`src/rtl/ldpc_pkg.sv`:
```
// Shared constants and FSM state encoding for the LDPC PI-matrix encoder stage.
package ldpc_pkg;

  localparam int CodeLen     = 256;
  localparam int ChkLen      = 128;
  localparam int ChkLen_bits = 7;
  localparam int InfoLen     = CodeLen - ChkLen;

  typedef enum logic [2:0] {
    IDLE  = 3'd0,
    REQ   = 3'd1,
    ACC   = 3'd2,
    DONE  = 3'd3,
    DRAIN = 3'd4
  } enc_state_e;

endpackage

```
`src/rtl/gf2_dot.sv`:
```
// GF(2) inner product: XOR reduction of the bitwise AND of two vectors.
module gf2_dot #(
  parameter int W = 8
) (
  input  logic [W-1:0] a,
  input  logic [W-1:0] b,
  output logic         y
);

  assign y = ^(a & b);

endmodule

```
`src/rtl/ldpc_pi_encoder.sv`:
```
// Systematic LDPC encoder: requests the PI-matrix stream, folds each row into one
// parity bit against the latched info word and emits {info, parity}.
module ldpc_pi_encoder
  import ldpc_pkg::*;
(
  input  logic               clk,
  input  logic               rst,
  input  logic               info_valid,
  output logic               info_ready,
  input  logic [InfoLen-1:0] info_in,
  output logic               encoder_read_PI_matrix,
  input  logic               PI_read_receive,
  input  logic               PI_valid,
  input  logic [CodeLen-1:0] dout_PI,
  output logic               code_valid,
  output logic [CodeLen-1:0] code_out,
  output logic               busy
);

  localparam logic [ChkLen_bits-1:0] LastRow = ChkLen_bits'(ChkLen - 1);
  localparam logic [ChkLen_bits-1:0] RowOne  = ChkLen_bits'(1);

  enc_state_e             state_q, state_d;
  logic [InfoLen-1:0]     info_q, info_d;
  logic [ChkLen-1:0]      parity_q, parity_d;
  logic [ChkLen_bits-1:0] row_cnt_q, row_cnt_d;
  logic                   req_q, req_d;
  logic                   info_ready_q, info_ready_d;
  logic                   busy_q, busy_d;
  logic                   code_valid_q, code_valid_d;
  logic [CodeLen-1:0]     code_out_q, code_out_d;
  logic                   row_bit_s;
  logic                   unused_s;

  // The upper half of each PI row is never used by this stage.
  assign unused_s = ^dout_PI[CodeLen-1:InfoLen];

  gf2_dot #(.W(InfoLen)) u_dot (
    .a (dout_PI[InfoLen-1:0]),
    .b (info_q),
    .y (row_bit_s)
  );

  // Next-state and next-output logic for the encoder FSM.
  always_comb begin
    state_d      = state_q;
    info_d       = info_q;
    parity_d     = parity_q;
    row_cnt_d    = row_cnt_q;
    req_d        = req_q;
    info_ready_d = info_ready_q;
    busy_d       = busy_q;
    code_valid_d = 1'b0;
    code_out_d   = code_out_q;
    case (state_q)
      IDLE: begin
        if (info_valid && info_ready_q) begin
          info_d       = info_in;
          parity_d     = {ChkLen{1'b0}};
          row_cnt_d    = {ChkLen_bits{1'b0}};
          req_d        = 1'b1;
          info_ready_d = 1'b0;
          busy_d       = 1'b1;
          state_d      = REQ;
        end else begin
          state_d = IDLE;
        end
      end
      REQ: begin
        // A beat coinciding with the acknowledge is deliberately dropped.
        if (PI_read_receive) begin
          req_d   = 1'b0;
          state_d = ACC;
        end else begin
          state_d = REQ;
        end
      end
      ACC: begin
        if (PI_valid) begin
          parity_d[row_cnt_q] = row_bit_s;
          row_cnt_d           = row_cnt_q + RowOne;
          if (row_cnt_q == LastRow) begin
            state_d = DONE;
          end else begin
            state_d = ACC;
          end
        end else begin
          state_d = ACC;
        end
      end
      DONE: begin
        code_out_d   = {info_q, parity_q};
        code_valid_d = 1'b1;
        state_d      = DRAIN;
      end
      DRAIN: begin
        // Trailing duplicate rows are swallowed here without touching parity.
        if (PI_valid) begin
          state_d = DRAIN;
        end else begin
          info_ready_d = 1'b1;
          busy_d       = 1'b0;
          state_d      = IDLE;
        end
      end
      default: begin
        req_d        = 1'b0;
        info_ready_d = 1'b1;
        busy_d       = 1'b0;
        state_d      = IDLE;
      end
    endcase
  end

  // State and registered-output update.
  always_ff @(posedge clk or negedge rst) begin
    if (!rst) begin
      state_q      <= IDLE;
      info_q       <= {InfoLen{1'b0}};
      parity_q     <= {ChkLen{1'b0}};
      row_cnt_q    <= {ChkLen_bits{1'b0}};
      req_q        <= 1'b0;
      info_ready_q <= 1'b1;
      busy_q       <= 1'b0;
      code_valid_q <= 1'b0;
      code_out_q   <= {CodeLen{1'b0}};
    end else begin
      state_q      <= state_d;
      info_q       <= info_d;
      parity_q     <= parity_d;
      row_cnt_q    <= row_cnt_d;
      req_q        <= req_d;
      info_ready_q <= info_ready_d;
      busy_q       <= busy_d;
      code_valid_q <= code_valid_d;
      code_out_q   <= code_out_d;
    end
  end

  assign info_ready             = info_ready_q;
  assign encoder_read_PI_matrix = req_q;
  assign code_valid             = code_valid_q;
  assign code_out               = code_out_q;
  assign busy                   = busy_q;

endmodule

```
`config.mk`:
```
export PLATFORM = sky130hd
export DESIGN_NAME = ldpc_pi_encoder
export DESIGN_NICKNAME = d
export VERILOG_FILES = /design/src/rtl/ldpc_pkg.sv /design/src/rtl/gf2_dot.sv /design/src/rtl/ldpc_pi_encoder.sv
export SDC_FILE = /design/constraint.sdc
export NUM_CORES = 1
export LEC_CHECK = 0
export ABC_CLOCK_PERIOD_IN_PS = 3400
export BUFFER_PORTS_ARGS = -buffer_cell sky130_fd_sc_hd__buf_2
export CORE_AREA = 8 8 246 248
export DETAILED_ROUTE_END_ITERATION = 12
export DIE_AREA = 0 0 254 256
export PLACE_DENSITY = 0.61
export SYNTH_ARGS = -nofsm -noshare
export SYNTH_HDL_FRONTEND = slang
export SYNTH_SLANG_ARGS = --single-unit
```
`constraint.sdc`:
```
create_clock -name clk -period 3.4 [get_ports clk]
set_input_delay 0.34 -clock clk [delete_from_list [all_inputs] [get_ports clk]]
set_output_delay 0.34 -clock clk [all_outputs]
set_load 0.01 [all_outputs]
```
; ---- Word-level counts from Yosys, hierarchy flattened
; Cells that the tools add are included.
[op_classes]
add_sub_neg = 1
n_reduce_logical = 11
n_lt_le_gt_ge = 2
muxes = 24
eq_ne = 9
bitwise_logic = 3
[op_table]
columns = op, count
row1 = $mux W128, 2
row2 = $pmux W128 S2, 1
row3 = $and A128 B128 Y128, 1
row4 = $bwmux W128, 1
row5 = $reduce_xor A128 Y1, 1
row6 = $pmux W3 S5, 1
row7 = $mux W7, 2
row8 = $pmux W7 S2, 1
row9 = $mux W1, 9
row10 = $pmux W1 S3, 3
row11 = $reduce_and A3 Y1, 3
row12 = $lt A7 B8 Y1 const B, 1
row13 = $ne A2 B2 Y1 const B, 4
row14 = $add A7 B1 Y7 const B, 1
row15 = $demux W1 S7, 1
row16 = $eq A7 B7 Y1 const B, 1
row17 = $ge A7 B1 Y1 const B, 1
row18 = $eq A3 B2 Y1 const B, 2
row19 = $mux W3, 2
row20 = $reduce_or A3 Y1, 2
row21 = $eq A3 B1 Y1 const B, 1
row22 = $eq A3 B3 Y1 const B, 1
row23 = $logic_not A3 Y1, 1
row24 = $logic_and A1 B1 Y1, 2
row25 = other kinds (4), 5
[word_totals]
regBits = 526
inputBits = 389
elab_cells = 59

; ---- Logic depth before layout (Yosys ltp)
; Gate-level depths: netlist of the first run.
[depth]
depth_word = 7
mapped_depth = 12

; ---- Cells and area by module
; Synthesis of the first run repeated with hierarchy kept, for this count alone.
[unflattened]
cells_unflattened = 1822
area_unflattened_um2 = 23387.4
[by_module_without_submodules]
columns = mod, instances, area_per_inst_um2, cells_per_inst
row1 = ldpc_pi_encoder, 1, 21794.7, 1567
row2 = gf2_dot, 1, 1592.8, 255

; ---- Least setup slack after synthesis of the first run
; OpenSTA, ideal clock, no wires.
[synth_timing]
path_kind = reg-to-reg
startpoint = register info_q[19]
endpoint = register parity_q[107]
synth_period_minus_slack_ns = 2.163
setup_ns = 0.094
t_arrival_ns = 2.069
required_ns = 3.306
path_slack_ns = 1.237
path_stages_with_launch = 13
path_buffers = 3
path_cell_list = dfrtp_1 nand2_1 xor2_1 xnor2_1 xnor2_1 xnor2_1 xnor2_1 xnor2_1 xnor2_1 buf_6 buf_6 buf_6 o31ai_2
[synth_via]
elab_chain_len = 5
[synth_rtl]
columns = item, line
row1 = start: declaration, ldpc_pi_encoder.sv:24  ; logic [InfoLen-1:0] info_q, info_d;
row2 = start signal: assignment, ldpc_pi_encoder.sv:119  ; info_q <= {InfoLen{1'b0}};
row3 = start signal: assignment, ldpc_pi_encoder.sv:129  ; info_q <= info_d;
row4 = $and A128 B128 Y128, gf2_dot.sv:10  ; assign y = ^(a & b);
row5 = $reduce_xor A128 Y1, gf2_dot.sv:10
row6 = $bwmux W128, ldpc_pi_encoder.sv:80  ; parity_d[row_cnt_q] = row_bit_s;
row7 = $mux W128, ldpc_pi_encoder.sv:79  ; if (PI_valid) begin
row8 = $pmux W128 S2, ldpc_pi_encoder.sv:55  ; case (state_q)
row9 = end signal: assignment, ldpc_pi_encoder.sv:120  ; parity_q <= {ChkLen{1'b0}};
row10 = end signal: assignment, ldpc_pi_encoder.sv:130  ; parity_q <= parity_d;
row11 = end: declaration, ldpc_pi_encoder.sv:25  ; logic [ChkLen-1:0] parity_q, parity_d;
; No other way between the ends. The select of a mux whose other input is x is not followed.
; A chain may end at the register's enable or synchronous reset.

; ---- Worst setup path after layout of the first run
[layout_timing]
startpoint = register info_q[9]
endpoint = register parity_q[46]
; The elaborated chain is that of the path after synthesis.

==> results.md, run 1 <==
- Top cell type's share of synthesized area: 59.5%
- Max_cap viols: 0
- Maximum fanout along the worst path: 47
- Vias in the first global route: a little under 20000
- Fin. Hold Viols: 0
- Num ports: between 600 and 700
- Min Tclk post-route: roughly 3.1 ns
- Hold Worst Slack: 0.0550 ns
- Number of synthesis warnings: 0
- Core Area: 0.0568 mm^2
- Die height: about 260 um
- Initial core utilization: between 30% and 40%
- Pwr dens: 817 mW/mm^2
- CTS Sinks: around 530
- CTS Buf Count: 57
- Rows: between 80 and 90
- Fin nets: ~3500
- Hold path cells: 3
- DRT Wirelength: between 70 and 80 mm
- Share of cells above drive strength 1: between 20% and 30%
- Setup crit start kind: flop
- Worst setup margin: around 0.33 ns
- CP Class: flop to flop
- H-tree lvl count: 2
- Layout fillers: 5329
- Slew Limit Headroom: less than 1%
- Most frequent cell after synthesis: nand2_1
- Least-Margin Pin Slew: roughly 1.5 ns
- Inst Count DP: 3707
- Post-cts sizing count: 0
- CP most frequent cell: xnor2_1
- Worst-path cell chain: nand2_1, xnor2_1, xnor2_1, xnor2_1, xnor2_1, xnor2_1, xnor2_1, xnor2_2, buf_12, o21ai_0
- Clock-pin slew on the worst setup and hold paths: roughly 0.060 ns
- Post-DP HPWL: about 56 mm
- Post-synth top area cell: dfrtp_1
- Critical-path top delay cell: xnor2_2
- Post-synthesis sequential area ratio: 59.6%
- EDFF count, synth: 0
- Yosys reg bits: ~530
- Post-CTS Setup Bufs: 0
- Routed Antenna Nets: 0
- Pre-CTS setup slack: between 0.2 and 0.3 ns
- Initial antenna violation count: 21
- Largest net degree at the start of global routing: approximately 260
- Top cells by count, synth: nand2_1, dfrtp_1, clkbuf_1
- Total negative slack: 0 ns
- Root buffer cell: clkbuf_16
- DR vias: 19472
- Vias per cell: slightly below 5
- Avg WL per Cell: between 20 and 25 um
- Critical path depth: 10
- Final period util: around 90%
- Worst EP arrival: roughly 3.5 ns
- Async SR Flop Fraction: 100%
- Max-slew violation count: 0
- Status: finished, final reports clean
- Synth Instances: between 2000 and 3000
- Delay-heaviest family, CP: XOR/XNOR gates
- Worst skew pair latency: approximately 0.60 ns
- Top_reg_cell synth: dfrtp_1
- HP Class: primary input to flop
- Die ar.: between 0.06 and 0.07 mm^2
- Syn avg cell area: between 8 and 9 um^2
- Setup crit end kind: flop
- All-Layer GR Usage: 24.1%
- Final std cells w/o fill: about 3900
- Drt first pass iters: 5
- Worst EP required: a little under 4 ns
- Post-Syn Area: 0.0221 mm^2
- Worst Reg-to-Reg Cells: 10
- Gr ovfl total: 0
- Routability congestion estimate: approximately 0.92
- Lkg Pwr: between 0.015 and 0.02 uW
- Residual DRC: 0
- Die width: approximately 250 um
- Synthesized net count: around 2900
- Worst clock skew: 0.0124 ns
- CP peak stage delay: 0.73 ns
- Worst vdd ir: 1480 uV
- Max Freq: about 330 MHz
- First-pass GRT wire length: between 100 and 150 mm
- Final setup viols: 0
- # hold bufs at CTS: between 100 and 150
- Synth area leaders: dfrtp_1, nand2_1, xnor2_1, nand3_1, clkbuf_1
- CP bufs+invs: 1
- # port buffers: 520
- CTS tree: built
- Synth-to-Final Area Change: 30.6%
- Clock tree buffer depth: 3
- RSZ-0062 raised after global routing: no
- DR iter-0 viols: ~1800
- Unique cell type count in the Yosys netlist: 35
==> metrics by stage <==
stage / utilization (%) / total power [uW] / instance area, um^2
2_1_floorplan: - / 21600 / 22100
3_3_place_gp: 45.2 / 16900 / 25700
3_5_place_dp: 45.2 / 16900 / 25700
4_1_cts: 50.7 / 23600 / 28800
5_1_grt: 50.8 / 24400 / 28800
6_report: 50.8 / 23600 / 28800
==> flip-flops by register name, indices dropped and copies added, names as in the netlist <==
signal	count
busy	1
parity_q	128
encoder_read_PI_matrix	1
code_out	256
row_cnt_q	7
state_q	3
info_q	128
code_valid	1
info_ready	1
==> power by group <==
group          internal, uW  leakage (uW)  switching, uW
Sequential             7300       0.00713           1020
Combinational          3070       0.00747           5680
Clock                  3920      0.000965           2590
==> path summary, 6_finish.rpt <==
check	start	end	slack [ns]
setup / recovery	info_q[9]	parity_q[46]	0.33
hold / removal	info_in[76]	info_q[76]	0.06
setup reg to reg	info_q[9]	parity_q[46]	0.33
hold reg to reg	code_out[26]	code_out[26]	0.47
max in group asynchronous	rst	row_cnt_q[5]	1.98
min in group asynchronous	rst	parity_q[61]	0.39
==> placed cells by master (no fill, tap or decap), types with 7 or more instances in the layout <==
master         instances
clkbuf_1              10
o21ai_0               92
dfrtp_1              525
dlygate4sd3_1        119
o31ai_1               19
nor2_1                21
xor2_1                34
nand2_1             1382
o211ai_1              39
xnor2_1               96
diode_2               10
clkinv_2               7
clkbuf_16             59
buf_2                519
o31ai_2               20
nand3_1               96
buf_4                 36
buf_12                13
clkbuf_8              14
==> routing by layer <==
metal / share of wire, % / vias to the layer above / wire [um] / GRT usage [%]
li1: - / 9122 / - / -
met1: 44 / 9408 / 34800 / 34.3
met2: 43 / 780 / 34600 / 35.1
met3: 10 / 140 / 7930 / 7.37
met4: 2.8 / 22 / 2190 / 7.04
met5: 0.17 / - / 136 / 0
==> worst min-delay path: stages <==
cell and delay [ns]:
buf_2 0.08, nand2_1 0.10, nand2_1 0.09
==> final cells by class <==
| class | instances | area, um^2 | area share (%) |
|---|---|---|---|
| Sequential cell | 526 | 13200 | 45.6 |
| Multi-Input combinational cell | 1845 | 8380 | 29.1 |
| Timing Repair Buffer | 688 | 4330 | 15.0 |
| Clock buffer | 83 | 1710 | 5.92 |
| Tap cell | 765 | 957 | 3.32 |
| Clock inverter | 19 | 264 | 0.915 |
| Antenna cell | 10 | 25.0 | 0.0867 |
| Inverter | 2 | 15.0 | 0.0520 |
==> cells by family after synthesis <==
logic type,Yosys count,synth area share (%)
XOR/XNOR,131,5.19
multiplexers,1,0.0510
flip-flops,526,59.6
AO/OA/AOI/OAI,178,5.39
buffers and inverters,145,2.65
adder cells (fa/ha/maj),1,0.0566
AND/OR/NAND/NOR,1534,27.1
Power figures use the tool's default switching activity.
==> inputs of run 2 (changes only) <==
- ABC_CLOCK_PERIOD_IN_PS: 3400 -> 2700
- GPL_ROUTABILITY_DRIVEN: default -> 1
- PLACE_DENSITY: 0.61 -> 0.64
- clock period: 3.4 -> 2.7 ns (I/O delays scaled with it)
==> run 2 against run 1 <==
Net effect:
- count of clock-buffer cells in the layout shrank 4
- global-route usage is essentially flat
- maximum frequency grew 18%
- non-clock buffer count grew 30
- setup slack lost 0.23 ns
- routed wire length grew 0.97%
- critical path type unchanged
==> results.md, run 2 (synthesis gave the netlist of run 1 again) <==
- Root buffer cell: clkbuf_16
- Drt first pass iters: 5
- R2r setup slk: approximately 0.092 ns
- Min Tclk post-route: about 2.6 ns
- Commonest cells after routing, fill and taps aside: nand2_1, dfrtp_1, buf_2, dlygate4sd3_1, nand3_1
- CTS tree: built
- Initial antenna violation count: 27
- Gr ovfl total: 0
- CTS Buf Count: 57
- Final setup viols: 0
- Die width: ~250 um
- Core Area: 0.0568 mm^2
- Vias per cell: slightly below 5
- Lkg Pwr: around 0.016 uW
- Largest net degree at the start of global routing: between 200 and 250
- Worst clock skew: roughly 0.026 ns
- Storage cell area: 0.0132 mm^2
- CP peak stage delay: approximately 0.50 ns
- Synth-to-Final Area Change: 32.3%
- RSZ-0062 raised after global routing: yes
- All-Layer GR Usage: between 20% and 30%
- Post-layout util: a little over 50%
- Delay-heaviest family, CP: XOR/XNOR gates
- # port buffers: 520
- Max-slew violation count: 0
- Critical R2R Launch: info_q[110]
- Clock tree buffer depth: 3
- DP Area: roughly 0.026 mm^2
- Worst EP required: 3.20 ns
- Rows: 88
- Worst-path cell chain: nand2_1, xor2_1, xnor2_1, xnor2_1, xnor2_1, xnor2_1, xnor2_2, xnor2_2, buf_12, buf_4, o31ai_1
- Residual DRC: 0
- HP Class: primary input to flop
- DR vias: between 15000 and 20000
- Design Area, Final: 0.0292 mm^2
- Least-Margin Pin Slew: around 1.3 ns
- Setup crit start kind: flop
- CP Class: flop to flop
- Final period util: 96.6%
- Routed Antenna Nets: 0
- Die height: about 260 um
- Worst reg2reg endpoint: parity_q[25]
- Worst skew pair latency: around 0.6 ns
- Status: finished, final reports clean
- CTS Sinks: 526
- Commonest non-fill, non-tap cell in the layout: nand2_1
- Fin. Hold Viols: 0
- Clock-pin slew on the worst setup and hold paths: ~0.060 ns
- Footprint of the multi-input gates: between 0.008 and 0.009 mm^2
- Layout fillers: 5214
- Tot Pwr: approximately 42000 uW
- Hold path cells: 3
- Share of cells above drive strength 1: a little under a quarter
- Fin nets: ~3500
- Initial core utilization: a little under 40%
- Hold Crit Start: info_in[82]
- Max reg flops: between 200 and 300
- H-tree lvl count: 2
- Hold endpoint: info_q[82]
- Routability congestion estimate: just over 0.9
- Pwr dens: about 1400 mW/mm^2
- Num ports: approximately 650
- Avg WL per Cell: ~20 um
- Maximum fanout along the worst path: 11
- First-pass GRT wire length: 122 mm
- Vias in the first global route: around 20000
- Critical-path top delay cell: dfrtp_1
- Worst Reg-to-Reg Cells: 11
- Total negative slack: 0 ns
- Worst vdd ir: approximately 3800 uV
- DRT Wirelength: ~80 mm
- CP most frequent cell: xnor2_1
- Post-DP HPWL: slightly below 60 mm
- Slew Limit Headroom: ~16%
- Max Freq: about 380 MHz
- Worst EP arrival: approximately 3.1 ns
- DR iter-0 viols: between 1500 and 2000
- CP bufs+invs: 2
- Max_cap viols: 0
- Setup crit end kind: flop
- Die ar.: between 0.06 and 0.07 mm^2
==> run 2: worst max path at each step <==
stage | startpoint | cells after the start | end
6_report | info_q[110] | 11 | parity_q[25]
5_1_grt | info_q[25] | 12 | parity_q[36]
4_1_cts | info_q[110] | 11 | parity_q[36]
3_5_place_dp | info_q[65] | 11 | parity_q[89]
3_3_place_gp | info_q[110] | 11 | parity_q[91]
2_1_floorplan | info_q[19] | 12 | parity_q[107]
==> run 2: where the power goes <==
group / leakage [uW] / switching, uW / internal, uW
registers: 0.00712 / 1250 / 9190
logic: 0.00770 / 14400 / 9330
clock network: 0.000928 / 3320 / 4570
==> run 2: worst reg2reg max path, cell delays in order, from the launching register on <==
cell	delay (ns)
dfrtp_1	0.50
nand2_1	0.16
xor2_1	0.20
xnor2_1	0.19
xnor2_1	0.16
xnor2_1	0.12
xnor2_1	0.27
xnor2_2	0.13
xnor2_2	0.16
buf_12	0.16
buf_4	0.17
o31ai_1	0.27
==> run 2: routing by layer <==
layer | share of wire (%) | global-route usage, %
met1 | 42 | 32.9
met2 | 45 | 37.2
met3 | 10 | 7.32
met4 | 2.5 | 6.31
met5 | 0.17 | 0
==> run 2: final cells by class <==
type	count	area share [%]
Inverter	2	0.0514
Timing Repair Buffer	718	16.0
Tap cell	765	3.27
Antenna cell	15	0.128
Sequential cell	526	45.0
Clock inverter	29	1.02
Multi-Input combinational cell	1845	29.0
Clock buffer	79	5.50
==> run 2: stage by stage <==
stage	setup slack [ns]	hold WS, ns	instances
finish	0.0920	0.0350	3979
global route	-0.0278	0.0283	3973
CTS	0.0319	0.00494	3962
detailed placement	0.0620	0.362	3725
global placement	0.118	0.349	3725
floorplan	0.537	-0.0256	2516
==> run 2: repair_timing <==
action | CTS | global route
endpoints found under the hold margin | 194 | 0
resized for setup | 0 | 16
endpoints found under the setup margin | 0 | 121
buffers inserted | 0 | 2
hold buffers | 129 | 0
==> inputs of run 3 (changes only) <==
- ABC_AREA: default -> 1
- CORE_AREA: 8 8 246 248 -> default
- CORE_ASPECT_RATIO: default -> 1.2
- CORE_MARGIN: default -> 8
- CORE_UTILIZATION: default -> 42
- DIE_AREA: 0 0 254 256 -> default
- PLACE_DENSITY: 0.64 -> 0.66
==> run 3 against run 2 <==
Net effect:
- count of clock-buffer cells in the layout grew 6
- synthesized cell count grew 26%
- clock power shrank 4.9%
- design area grew 6.5%
- routed wire length grew 4.7%
- hold slack gained 0.18 ns
- area after synthesis grew 12%
- sequential share of layout area shrank 2.7 points
- via count grew 16%
- global-route usage grew 0.56 points
- setup slack gained 0.19 ns
- largest cell class unchanged
- highest routed layer unchanged
==> results.md, run 3 <==
- Top cell type's share of synthesized area: approximately 53%
- DRT Wirelength: about 84 mm
- Least-Margin Pin Slew: 1.21 ns
- H-tree lvl count: 2
- Die ar.: between 0.06 and 0.07 mm^2
- Fin nets: between 4000 and 5000
- Slew Limit Headroom: between 10% and 20%
- Worst skew pair latency: just over 0.6 ns
- Fin. Hold Viols: 0
- Worst setup margin: about 0.29 ns
- Max-slew violation count: 0
- CTS Sinks: about 530
- Worst-path cell chain: nand2_1, inv_1, nand2_1, nand2_1, nand2_1, nand2_1, inv_1, nand2_1, nand2_1, nand2_1, nand2_1, nor2_1, nor2_1, nand2_1, nand2_2, nand2_4, clkbuf_16, nand3_1, nand2_1
- Die width: about 240 um
- Yosys reg bits: about 530
- Top cells by count, synth: nand2_1, dfrtp_1, inv_1
- Critical-path top delay cell: dfrtp_1
- Status: finished, final reports clean
- CP Class: flop to flop
- Worst clock skew: 0.0331 ns
- Total negative slack: 0 ns
- Initial antenna violation count: 13
- Commonest non-fill, non-tap cell in the layout: nand2_1
- CP peak stage delay: 0.42 ns
- Synthesized net count: about 3600
- Min Tclk post-route: between 2 and 2.5 ns
- Post-synth top area cell: dfrtp_1
- HP Class: primary input to asynchronous set/reset pin
- Hold Worst Slack: between 0.2 and 0.25 ns
- Initial core utilization: between 40% and 50%
- Max Freq: just over 400 MHz
- Residual DRC: 0
- Maximum fanout along the worst path: 40
- EDFF count, synth: 0
- DR iter-0 viols: around 1600
- Top_reg_cell synth: dfrtp_1
- Lkg Pwr: 0.0175 uW
- CTS Buf Count: 55
- Avg WL per Cell: ~18 um
- All-Layer GR Usage: about a quarter
- Max_cap viols: 0
- Worst EP arrival: between 2 and 3 ns
- Syn avg cell area: a little under 8 um^2
- Design Area, Final: about 0.031 mm^2
- DP Area: around 0.028 mm^2
- Vias per cell: 5.01
- CTS tree: built
- Routability congestion estimate: about 0.87
- Routed Antenna Nets: 0
- # port buffers: between 500 and 600
- Unique cell type count in the Yosys netlist: 31
- Final setup viols: 0
- Clock tree buffer depth: 3
- Final period util: 89.4%
- Worst EP required: between 3 and 4 ns
- Post-synthesis sequential area ratio: 53.4%
- Pre-CTS setup slack: just under 0.2 ns
- First-pass GRT wire length: ~130 mm
- Setup crit end kind: flop
- Rows: 97
- Synth area leaders: dfrtp_1, nand2_1, nand3_1, o21ai_0, o211ai_1
- Max reg flops: around 260
- Die height: between 200 and 300 um
- Number of synthesis warnings: 0
- Synth Instances: around 3200
- Vias in the first global route: roughly 22000
- RSZ-0062 raised after global routing: no
- DR vias: 22931
- Gr ovfl total: 0
- Synth-to-Final Area Change: 26.2%
- Commonest cells after routing, fill and taps aside: nand2_1, dfrtp_1, buf_2, inv_1, nand3_1
- Pwr dens: between 1000 and 1500 mW/mm^2
- CP most frequent cell: nand2_1
- Post-layout util: 53.4%
- Async SR Flop Fraction: 100%
- Post-DP HPWL: between 60 and 70 mm
- Setup crit start kind: flop
- Post-Syn Area: roughly 0.025 mm^2
- Largest net degree at the start of global routing: roughly 150
- Clock-pin slew on the worst setup and hold paths: roughly 0.060 ns
- Share of cells above drive strength 1: around 18%
- Worst vdd ir: roughly 770 uV
- Drt first pass iters: 6
- Root buffer cell: clkbuf_16
- Core Area: 0.0583 mm^2
- Most frequent cell after synthesis: nand2_1
- Num ports: 649
## run 3: where the power goes
| group | leakage (uW) | internal (uW) | switching [uW] | total [uW] |
|---|---|---|---|---|
| registers | 0.00698 | 9940 | 1460 | 11400 |
| clock network | 0.000866 | 4300 | 3210 | 7500 |
| logic | 0.00960 | 4610 | 10000 | 14700 |
| total | 0.0175 | 18900 | 14700 | 33600 |
## run 3: through the flow
| step | total power, uW | cells |
|---|---|---|
| floorplan | 21100 | 3176 |
| global placement | 25600 | 4330 |
| detailed placement | 25800 | 4330 |
| CTS | 33600 | 4563 |
| global route | 36100 | 4569 |
| finish | 33600 | 4574 |
## run 3: cells by family after synthesis
kind of cell,synth area share [%]
buf+inv,6.99
simple gates,30.8
compound gates,7.21
xor+xnor,1.59
fa+ha+maj,0.0507
flops,53.4
## run 3: area by class of cell
type | count | area [um^2]
multi-input cells | 2274 | 9790
clock inverters | 17 | 140
flip-flops and latches | 526 | 13200
repair buffers | 708 | 4610
well taps | 742 | 928
fillers | 5470 | 27100
diodes | 10 | 25.0
clock buffers | 85 | 1650
inverters | 212 | 808
## run 3: what timing repair did
action	4_1_cts	5_1_grt
endpoints found under the hold margin	188	0
hold buffers	131	0
endpoints found under the setup margin	0	100
setup buffers	0	0
gates resized for setup	0	3
## run 3: path summary, 6_finish.rpt
| path | startpoint | cells past startpoint | slack, ns | to |
|---|---|---|---|---|
| setup / recovery | info_q[98] | 19 | 0.29 | parity_q[87] |
| setup reg to reg | info_q[98] | 19 | 0.29 | parity_q[87] |
| hold / removal | rst | 2 | 0.21 | code_out[176] |
| max in group asynchronous | rst | 3 | 1.51 | code_out[66] |
| min in group clk | info_valid | 6 | 0.31 | encoder_read_PI_matrix |
| hold reg to reg | code_out[102] | 2 | 0.46 | code_out[102] |
## run 3: layer usage
metal  GRT usage, %  share of wire [%]  wire length [um]  vias up
met3           5.06                7.3              6120      111
met2           40.5                 47             39500      817
met1           33.2                 43             36500    10858
met4           6.72                2.5              2140        2
met5              0              0.015                13        -
li1               -                  -                 -    11143
## run 3: critical path: cells and delay by family (launching register included)
family,cells,cell delay (ns)
flops,1,0.42
simple gates,16,1.44
buf+inv,3,0.42
